===== src/rtl/led_pattern_sequencer.sv =====
// Multi-channel LED pattern sequencer: each channel shifts out a stored pattern LSB first,
// paced by one shared step prescaler, with double-buffered runtime reconfiguration.
module led_pattern_sequencer #(
    parameter int unsigned          N_CH         = 1,
    parameter int unsigned          PAT_LEN      = 32,
    parameter int unsigned          STEP_DIV     = 2097152,
    parameter logic [PAT_LEN-1:0]   DEFAULT_PAT  = 32'h05477715,
    parameter bit                   RUN_ON_RESET = 1'b1,
    parameter bit                   IDLE_LEVEL   = 1'b0,
    localparam int unsigned         CH_W         = (N_CH > 1) ? $clog2(N_CH) : 1,
    localparam int unsigned         IDX_W        = $clog2(PAT_LEN + 1)
) (
    input  logic                CLK,
    input  logic                RST,
    input  logic                cfg_we,
    input  logic [CH_W-1:0]     cfg_ch,
    input  logic [PAT_LEN-1:0]  cfg_pattern,
    input  logic [IDX_W-1:0]    cfg_len,
    input  logic                cfg_oneshot,
    input  logic [N_CH-1:0]     start,
    input  logic [N_CH-1:0]     stop,
    output logic [N_CH-1:0]     led,
    output logic [N_CH-1:0]     busy,
    output logic [N_CH-1:0]     wrap
);

    localparam int unsigned CNT_W = $clog2(STEP_DIV);

    typedef enum logic [1:0] {StIdle, StRun, StDone} state_e;

    logic [CNT_W-1:0] cnt_q, cnt_d;
    logic             tick;
    logic [IDX_W-1:0] cfg_len_n;

    assign tick  = (cnt_q == CNT_W'(STEP_DIV - 1));
    assign cnt_d = tick ? '0 : cnt_q + CNT_W'(1);

    // Out-of-range lengths are folded to the full pattern once, at write time.
    assign cfg_len_n = ((cfg_len == '0) || (cfg_len > IDX_W'(PAT_LEN))) ? IDX_W'(PAT_LEN)
                                                                         : cfg_len;

    always_ff @(posedge CLK) begin
        if (RST) begin
            cnt_q <= '0;
        end else begin
            cnt_q <= cnt_d;
        end
    end

    for (genvar c = 0; c < N_CH; c++) begin : g_ch
        state_e             state_q, state_d;
        logic [PAT_LEN-1:0] act_pat_q, act_pat_d, sh_pat_q, sh_pat_d, shown;
        logic [IDX_W-1:0]   act_len_q, act_len_d, sh_len_q, sh_len_d, idx_q, idx_d;
        logic               act_one_q, act_one_d, sh_one_q, sh_one_d, pend_q, pend_d;
        logic               led_q, led_d, busy_q, busy_d, wrap_q, wrap_d;
        logic               wr, run_tick, last, apply;

        assign wr = cfg_we && (cfg_ch == CH_W'(c));

        always_comb begin
            sh_pat_d  = wr ? cfg_pattern : sh_pat_q;
            sh_len_d  = wr ? cfg_len_n : sh_len_q;
            sh_one_d  = wr ? cfg_oneshot : sh_one_q;
            pend_d    = pend_q | wr;
            act_pat_d = act_pat_q;
            act_len_d = act_len_q;
            act_one_d = act_one_q;
            state_d   = state_q;
            idx_d     = idx_q;
            wrap_d    = 1'b0;
            run_tick  = (state_q == StRun) && tick;
            last      = (idx_q == act_len_q - IDX_W'(1));
            // A running pass only adopts new config at a pass boundary or on restart.
            apply     = pend_d && ((state_q != StRun) ||
                                   (!stop[c] && (start[c] || (run_tick && last))));

            if (apply) begin
                act_pat_d = sh_pat_d;
                act_len_d = sh_len_d;
                act_one_d = sh_one_d;
                pend_d    = 1'b0;
                idx_d     = '0;
            end

            if (stop[c]) begin
                state_d = StIdle;
            end else if (start[c]) begin
                state_d = StRun;
                idx_d   = '0;
            end else if (run_tick) begin
                if (last) begin
                    idx_d  = '0;
                    wrap_d = 1'b1;
                    if (act_one_d) begin
                        state_d = StDone;
                    end
                end else begin
                    idx_d = idx_q + IDX_W'(1);
                end
            end

            shown  = act_pat_q >> idx_q;
            led_d  = (state_q == StRun) ? shown[0] : IDLE_LEVEL;
            busy_d = (state_q == StRun);
        end

        always_ff @(posedge CLK) begin
            if (RST) begin
                state_q   <= RUN_ON_RESET ? StRun : StIdle;
                act_pat_q <= DEFAULT_PAT;
                sh_pat_q  <= DEFAULT_PAT;
                act_len_q <= IDX_W'(PAT_LEN);
                sh_len_q  <= IDX_W'(PAT_LEN);
                act_one_q <= 1'b0;
                sh_one_q  <= 1'b0;
                pend_q    <= 1'b0;
                idx_q     <= '0;
                led_q     <= 1'b0;
                busy_q    <= RUN_ON_RESET;
                wrap_q    <= 1'b0;
            end else begin
                state_q   <= state_d;
                act_pat_q <= act_pat_d;
                sh_pat_q  <= sh_pat_d;
                act_len_q <= act_len_d;
                sh_len_q  <= sh_len_d;
                act_one_q <= act_one_d;
                sh_one_q  <= sh_one_d;
                pend_q    <= pend_d;
                idx_q     <= idx_d;
                led_q     <= led_d;
                busy_q    <= busy_d;
                wrap_q    <= wrap_d;
            end
        end

        assign led[c]  = led_q;
        assign busy[c] = busy_q;
        assign wrap[c] = wrap_q;
    end

endmodule


===== config.mk =====
export PLATFORM = sky130hd
export DESIGN_NAME = led_pattern_sequencer
export DESIGN_NICKNAME = d
export VERILOG_FILES = /design/src/rtl/led_pattern_sequencer.sv
export SDC_FILE = /design/constraint.sdc
export NUM_CORES = 1
export LEC_CHECK = 0
export CAP_MARGIN = 20
export CORE_UTILIZATION = 56
export CTS_CLUSTER_DIAMETER = 50
export DETAILED_ROUTE_END_ITERATION = 10
export GPL_TIMING_DRIVEN = 1
export PLACE_DENSITY = 0.81
export SLEW_MARGIN = 20
export SYNTH_ARGS = -nofsm -noshare
export SYNTH_HDL_FRONTEND = slang
export SYNTH_SLANG_ARGS = --single-unit
export TNS_END_PERCENT = 50

===== constraint.sdc =====
create_clock -name CLK -period 3.1 [get_ports CLK]
set_clock_uncertainty 0.1 [all_clocks]
set_input_delay 0.62 -clock CLK [delete_from_list [all_inputs] [get_ports CLK]]
set_output_delay 0.62 -clock CLK [all_outputs]
set_load 0.02 [all_outputs]

Word level (Yosys, flattened, before mapping)
Cells that the tools add are included.
{ "totals": {"regBits": 111, "in_bits": 45, "output_inout_bits": 3, "wordCells": 63} }
{ "classes": {"n_addsub": 3, "magnitude_cmp": 1, "eq_ne": 4, "shift": 1, "mux": 16, "n_bitwise": 4, "reduce_logical": 20} }
{ "op_table": {"columns": ["cell", "n"], "rows": [
  ["$mux W6", 7],
  ["$mux W32", 1],
  ["$shr A32 B6 Y1", 1],
  ["$add A21 B1 Y21 const B", 1],
  ["$eq A21 B21 Y1 const B", 1],
  ["$reduce_bool A3 Y1", 3],
  ["$mux W1", 8],
  ["$add A6 B1 Y6 const B", 1],
  ["$eq A6 B6 Y1", 1],
  ["$gt A6 B6 Y1 const B", 1],
  ["$logic_not A6 Y1", 1],
  ["$reduce_and A3 Y1", 2],
  ["$reduce_or A2 Y1", 3],
  ["$sub A6 B1 Y6 const B", 1],
  ["$logic_and A1 B1 Y1", 5],
  ["$reduce_or A4 Y1", 1],
  ["$logic_or A1 B1 Y1", 3],
  ["$not A1 Y1", 3],
  ["$reduce_or A3 Y1", 1],
  ["$eq A2 B1 Y1 const B", 1],
  ["$ne A2 B1 Y1 const B", 1],
  ["$logic_not A1 Y1", 1],
  ["$or A1 B1 Y1", 1]
]} }

Longest topological paths before layout
Gate-level depths: netlist of run 1.
{ "logic_depth": {"depth_word": 13, "mapped_depth": 11, "mapped_depth_nobuf": 9} }

Worst setup path after synthesis of run 1
No wires, ideal clock.
{ "synth_path": {"path_type": "flip-flop to flip-flop", "start": "register g_ch[0].act_len_q[0]", "end": "register g_ch[0].act_len_q[5]", "setup_ps": 120, "t_arrival_ps": 2086, "required_time_ps": 2880, "path_slack_ps": 794, "path_stages_with_launch": 10, "n_path_buf": 1, "period_less_slack_ps": 2306, "cell_sequence": "dfxtp_1 -> inv_1 -> ha_1 -> o21ba_1 -> a221oi_1 -> a41oi_1 -> nor3_4 -> a21oi_2 -> buf_2 -> a211o_1"} }
{ "synth_between": {"elab_chain_cells": 7} }
{ "synth_rtl": {"columns": ["element", "line_no", "source"], "rows": [
  ["from (decl)", "53", "logic [IDX_W-1:0] act_len_q, act_len_d, sh_len_q, sh_len_d, idx_q, idx_d;"],
  ["from (signal assigned)", "112", "act_len_q <= IDX_W'(PAT_LEN);"],
  ["from (signal assigned)", "125", "act_len_q <= act_len_d;"],
  ["$sub A6 B1 Y6", "72", "last = (idx_q == act_len_q - IDX_W'(1));"],
  ["$eq A6 B6 Y1", "72", null],
  ["$logic_and A1 B1 Y1", "75", "(!stop[c] && (start[c] || (run_tick && last))));"],
  ["$logic_or A1 B1 Y1", "75", null],
  ["$logic_and A1 B1 Y1", "75", null],
  ["$logic_or A1 B1 Y1", "74", "apply = pend_d && ((state_q != StRun) ||"],
  ["$logic_and A1 B1 Y1", "74", null]
]} }
No other way between the ends.
A chain may end at the register's enable or synchronous reset.

Worst setup path after layout of run 1
{ "layout_path": {"start": "register g_ch[0].act_len_q[0]", "end": "register g_ch[0].act_pat_q[3]"} }
{ "layout_between": {"elab_chain_cells": 7} }
{ "layout_rtl": {"columns": ["element", "line_no", "source"], "rows": [
  ["$sub A6 B1 Y6", "72", null],
  ["$eq A6 B6 Y1", "72", null],
  ["$logic_and A1 B1 Y1", "75", null],
  ["$logic_or A1 B1 Y1", "75", null],
  ["$logic_and A1 B1 Y1", "75", null],
  ["$logic_or A1 B1 Y1", "74", null],
  ["$logic_and A1 B1 Y1", "74", null],
  ["to (signal assigned)", "123", "act_pat_q <= act_pat_d;"],
  ["to (decl)", "52", "logic [PAT_LEN-1:0] act_pat_q, act_pat_d, sh_pat_q, sh_pat_d, shown;"]
]} }
No other way between the ends.

==> results.ini, run 1 <==
[floorplan]
die_y_um = 94.0
die-width_um = 94.0
io_pins = 48
coreArea_um2 = 8220
die_area_um2 = 8840
initial_core_util_pct = 57.7
rows = 33

[placed_design]
dp.cells = 609
post-place-ws_ps = 441
io_buffers = 47
place_area_um2 = 5240
place_hpwl_um = 6320
place_congestion = 0.818

[clock_network]
numCtsBuffers = 9
cts_tree = built
clkTransAtPathRegs_ps = 110
cts_setup_buffers = 0
clock-sinks = 111
cts.path.max_buffers = 2
clk_latency_ps = 380
cts-root-buf = clkbuf_8
cts_resized = 0
htreeDepth = 3
hold_buffers = 0

[run]
drv_cap = 0

[yosys]
ys_types = 55
synth_async_sr_flop_share_pct = 0
ys.flop_type = dfxtp_1
ys_ff_latch = 111
syn_nets = 527
avgSynthCellArea_um2 = 9.89
synth_edf_count = 0
ys_seq_area_share_pct = 46.9
yosysWarnings = 0
syn_inst = 479
synth_area_um2 = 4740

[route]
dr.pass1.iters = 6
routed_wl_um = 9060
detailroute.via_count = 3433
post_drt_wl_per_cell_um = 14.5
viasPerCell = 5.49
drt-initial-drc-count = 132
drc = 0
ant_nets = 0

[run_status]
status = finished clean

[pwr]
peakVddDrop_mv = 0.325
leakage_nw = 1.98
finalPower_mw = 2.73
cellPowerDensity_nw_per_um2 = 501

[final_layout]
final_area_um2 = 5450
n_antenna_cell = 0
area_delta_synth_final_pct = 15.0
fin_nets = 563
final.fill_count = 670
final_cell_count_no_fill = 625
utilization_pct = 66.3
drive_gt1_share_pct = 9.62

[grt]
grt_pass1_vias = 3337
grt_usage_pct = 22.4
grt_antenna_before_repair = 0
grt_pass1_wl_um = 15400
grt_overflow = 0
grt_max_degree = 48

[timing]
hold_viol = 0
worst_pin_slew_ps = 723
fin_crit_ps = 2670
setup_viol = 0
maxSlewViolCount = 0
tns_ps = 0
holdWs_ps = 368
setup_ws_ps = 425
fmax_ghz = 0.374
slew_headroom_pct = 51.8
rsz0062_at_grt = false
min_period_over_period_pct = 86.3

[worst_setup_path]
required_ps = 3290
slowest_stage = dfxtp_1
timing.critical_path.fanout_max = 44
crit_chain = inv_1, ha_1, o21ba_1, a221oi_1, a41oi_1, nor3_4, a21o_1, buf_12, nor2_1, a211oi_1
cp_top_family = compound AO/OA/AOI/OAI gates
cp_num_buf_inv = 2
critical_path_class = reg2reg
endpoint_kind = register
slowest_delay_ps = 440
crit_path_start_kind = register
critPathArrivalTime_ps = 2870

[worst_hold_path]
hold_path.class = reg2reg

[state kept, by name, indices dropped and copies added, names as in the netlist, 2 cells and up]
| signal | flops |
|---|---|
| g_ch.sh_pat_q | 32 |
| g_ch.act_len_q | 6 |
| g_ch.state_q | 2 |
| g_ch.sh_len_q | 6 |
| g_ch.idx_q | 6 |
| g_ch.act_pat_q | 32 |
| cnt_q | 21 |
[cell usage after synthesis (10+ instances only)]
cell / number / area share [%]
dfxtp_1: 111 / 47
nor2_1: 91 / 7.2
mux2i_1: 35 / 7.4
nand2b_1: 24 / 3.2
a211oi_1: 19 / 3.0
xor2_1: 19 / 3.5
a211o_1: 16 / 3.0
nand2_1: 16 / 1.3
a21oi_1: 15 / 1.6
nand3_1: 15 / 1.6
clkbuf_1: 13 / 1.0
mux4_2: 10 / 4.8
nor3_1: 10 / 1.1
[worst reg2reg max path: stages (launching register included)]
cell	delay, ps
dfxtp_1	440
inv_1	80
ha_1	260
o21ba_1	210
a221oi_1	280
a41oi_1	140
nor3_4	350
a21o_1	210
buf_12	210
nor2_1	90
a211oi_1	230
[power breakdown]
group          total [mW]  internal [mW]  switching (mW)
sequential           1.53           1.49          0.0358
clock               0.890          0.390           0.500
combinational       0.315          0.159           0.156
[final cells by class]
cell class	instances	area (µm²)	area share (%)
clock buffer	9	124	2.27
clock inverter	7	82.6	1.52
inverter	6	22.5	0.413
multi-input combinational	332	2330	42.7
sequential	111	2220	40.8
tap	105	131	2.41
timing repair buffer	55	538	9.87
[placed cells by master, fill, tap and decap left out, drive strengths merged, types with 2 or more instances in the layout]
| cell type | Yosys | layout |
|---|---|---|
| mux4 | 10 | 10 |
| clkbuf | 14 | 9 |
| nand4 | 5 | 5 |
| a211o | 16 | 16 |
| nand2b | 24 | 24 |
| and4 | 2 | 2 |
| a21oi | 16 | 16 |
| xnor2 | 7 | 7 |
| nand2 | 16 | 16 |
| ha | 3 | 3 |
| nor2b | 3 | 3 |
| or3 | 2 | 2 |
| nor4 | 4 | 4 |
| xor2 | 19 | 19 |
| dfxtp | 111 | 111 |
| nand3 | 15 | 15 |
| clkdlybuf4s50 | 0 | 46 |
| inv | 6 | 11 |
| a211oi | 22 | 22 |
| buf | 15 | 9 |
| or2 | 2 | 2 |
| mux2i | 35 | 35 |
| o21bai | 2 | 2 |
| nor3b | 5 | 5 |
| a311oi | 2 | 2 |
| nor2 | 92 | 92 |
| nor3 | 11 | 11 |
| a22oi | 2 | 2 |
| o21ai | 2 | 2 |
| and3 | 3 | 3 |
[final timing paths]
path | end | from | cells after the start | slack, ps
hold / removal | cnt_q[0] | cnt_q[0] | 1 | 370
hold reg to reg | cnt_q[0] | cnt_q[0] | 1 | 370
setup reg to reg | g_ch[0].act_pat_q[3] | g_ch[0].act_len_q[0] | 10 | 430
setup / recovery | g_ch[0].act_pat_q[3] | g_ch[0].act_len_q[0] | 10 | 430
[cells by family after synthesis]
kind of cell,count (synthesis),synth area share [%]
compound gates,73,11.7
xor+xnor,26,4.80
fa+ha+maj,3,0.792
buf+inv,36,4.12
flops,111,46.9
mux,45,12.1
simple gates,185,19.5
[metal layers]
metal,vias to the layer above,track usage (%),routed length (µm)
met5,-,0,0
met2,74,36.0,4190
met4,0,10.1,168
met3,16,3.16,372
li1,1750,-,-
met1,1593,29.9,4330
Note: power is estimated with default switching activity, not from simulation.
==> run 2: changes to the inputs <==
ABC_CLOCK_PERIOD_IN_PS = 3100   (was not set)
SLEW_MARGIN = 5   (was 20)
==> results of run 2 <==
The final DEF is identical to that of run 1; final timing and power are the same.
==> run 3: changes to the inputs <==
PLACE_DENSITY = 0.79   (was 0.81)
==> run 3 against run 2 <==
  * Clock power rose by 4.5%
  * First-iteration DRC count rose by 110%
  * Total power rose by 1.5%
  * Largest cell class unchanged
  * Critical path type unchanged
  * Via count rose by 1.3%
  * Die area did not move
  * Sequential cell count did not move
==> results.ini, run 3 (synthesis results as in run 1) <==
[final_layout]
n_antenna_cell = 0  ; unchanged
final.fill_count = 679  ; +1.3%
final_cell_count_no_fill = 626  ; +0.16%
area_delta_synth_final_pct = 15.7
layout_commonest_cell = dfxtp_1
final_cell_mix = dfxtp_1 (111), nor2_1 (91), clkdlybuf4s50_1 (46)
final_area_um2 = 5490  ; +0.64%
fin_nets = 564  ; +0.18%
reg.largest.list = g_ch.act_pat_q (32), g_ch.sh_pat_q (32), cnt_q (21)
drive_gt1_share_pct = 9.79  ; +0.17 points

[grt]
grt_usage_pct = 22.2  ; -0.22 points
grt_pass1_vias = 3345  ; +0.24%
grt_pass1_wl_um = 15200  ; -1.6%
grt_overflow = 0  ; unchanged
grt_antenna_before_repair = 0  ; unchanged
grt_max_degree = 45  ; -6.3%

[timing]
tns_ps = 0  ; unchanged
rsz0062_at_grt = false
fin_crit_ps = 2610  ; -63.0 ps
fmax_ghz = 0.383  ; +2.4%
slew_headroom_pct = 54.8  ; +3.0 points
hold_viol = 0  ; unchanged
setup_ws_ps = 488  ; +63.0 ps
min_period_over_period_pct = 84.3  ; -2.0 points
maxSlewViolCount = 0  ; unchanged
worst_pin_slew_ps = 678  ; -45.3 ps
setup_viol = 0  ; unchanged

[clock_network]
hold_buffers = 0  ; unchanged
clkTransAtPathRegs_ps = 100  ; about the same
cts_setup_buffers = 0  ; unchanged
htreeDepth = 3  ; unchanged
cts_resized = 0  ; unchanged
clk_latency_ps = 380  ; about the same
cts_tree = built
cts.path.max_buffers = 2  ; unchanged
numCtsBuffers = 9  ; unchanged
cts-root-buf = clkbuf_8
clock-sinks = 111  ; unchanged

[pwr]
peakVddDrop_mv = 0.320  ; -1.5%
leakage_nw = 2.00  ; +0.86%
p_clk_share_pct = 33.5  ; +0.9 points
p_switching_uw = 718  ; +3.8%
power_frac_comb_pct = 11.4  ; about the same
finalPower_mw = 2.77  ; +1.5%
swShare_pct = 25.9  ; +0.56 points
cellPowerDensity_nw_per_um2 = 506  ; +0.86%
internal-power_mw = 2.06  ; +0.74%
seqPwrFrac_pct = 55.1  ; -0.8 points

[route]
routed_wl_um = 8980  ; -0.83%
viasPerCell = 5.55  ; +1.1%
drt-initial-drc-count = 279  ; +110%
drc = 0  ; unchanged
dr.pass1.iters = 4  ; -2
post_drt_wl_per_cell_um = 14.3  ; -0.99%
detailroute.via_count = 3476  ; +1.3%
ant_nets = 0  ; unchanged

[floorplan]
io_pins = 48  ; unchanged
coreArea_um2 = 8220  ; unchanged
die_y_um = 94.0  ; unchanged
rows = 33  ; unchanged
initial_core_util_pct = 57.7  ; unchanged
die-width_um = 94.0  ; unchanged
die_area_um2 = 8840  ; unchanged

[placed_design]
dp.cells = 610  ; +0.16%
place_area_um2 = 5260  ; +0.38%
post-place-ws_ps = 306  ; -135 ps
io_buffers = 47  ; unchanged
place_hpwl_um = 6460  ; +2.2%
place_congestion = 0.779  ; -4.7%

[worst_setup_path]
required_ps = 3290  ; about the same
critPathArrivalTime_ps = 2800  ; -70 ps
crit_path_start_kind = register
slowest_stage = dfxtp_1
crit_chain = inv_1, ha_1, o21ba_1, a221oi_1, a41oi_1, nor3_4, a21o_1, buf_12, nor2_1, a211oi_1
timing.critical_path.fanout_max = 44  ; unchanged
cp_num_buf_inv = 2  ; unchanged
cp_top_family = compound AO/OA/AOI/OAI gates
critical_path_class = reg2reg
endpoint_kind = register
slowest_delay_ps = 420  ; -20 ps

[run_status]
status = finished clean

[run]
drv_cap = 0  ; unchanged

[worst_hold_path]
hold_path.class = reg2reg

-- run 3: worst paths after layout --
kind                              from               endpoint  cells after the start  slack [ps]
setup / recovery  g_ch[0].act_len_q[0]  g_ch[0].act_pat_q[20]                     10         490
hold / removal        g_ch[0].sh_one_q       g_ch[0].sh_one_q                      2         360
setup reg to reg  g_ch[0].act_len_q[0]  g_ch[0].act_pat_q[20]                     10         490
hold reg to reg       g_ch[0].sh_one_q       g_ch[0].sh_one_q                      2         360
-- run 3: tightest hold or removal path, delay by kind of cell (launching register included) --
kind | cells | cell delay, ps
simple gates | 1 | 50
compound gates | 1 | 50
flops | 1 | 320
-- run 3: routing by layer --
layer | track usage, % | share of wire, %
met3 | 4.69 | 5.0
met2 | 34.5 | 46
met5 | 0 | 0
met4 | 10.1 | 2.0
met1 | 29.6 | 47
-- run 3: power groups by stage --
stage | Clock [mW] | Combinational, mW | Sequential (mW)
6_report | 0.930 | 0.316 | 1.53
3_3_place_gp | 0 | 0.307 | 1.56
3_5_place_dp | 0 | 0.316 | 1.56
5_1_grt | 1.02 | 0.348 | 1.54
4_1_cts | 0.956 | 0.318 | 1.53
2_1_floorplan | 0 | 0.213 | 1.55
-- run 3: cell type report --
cell class	count	area, µm²	area share [%]
inverter	6	22.5	0.411
clock inverter	7	97.6	1.78
multi-input combinational	332	2330	42.5
timing repair buffer	56	558	10.2
tap	105	131	2.40
sequential	111	2220	40.5
clock buffer	9	124	2.26
-- run 3: metrics by stage --
step                utilization, %  hold slack [ps]
detailed placement            64.1              348
floorplan                        -              326
finish                        66.8              362
global placement              64.1              339
global route                  66.8              380
CTS                           66.8              363
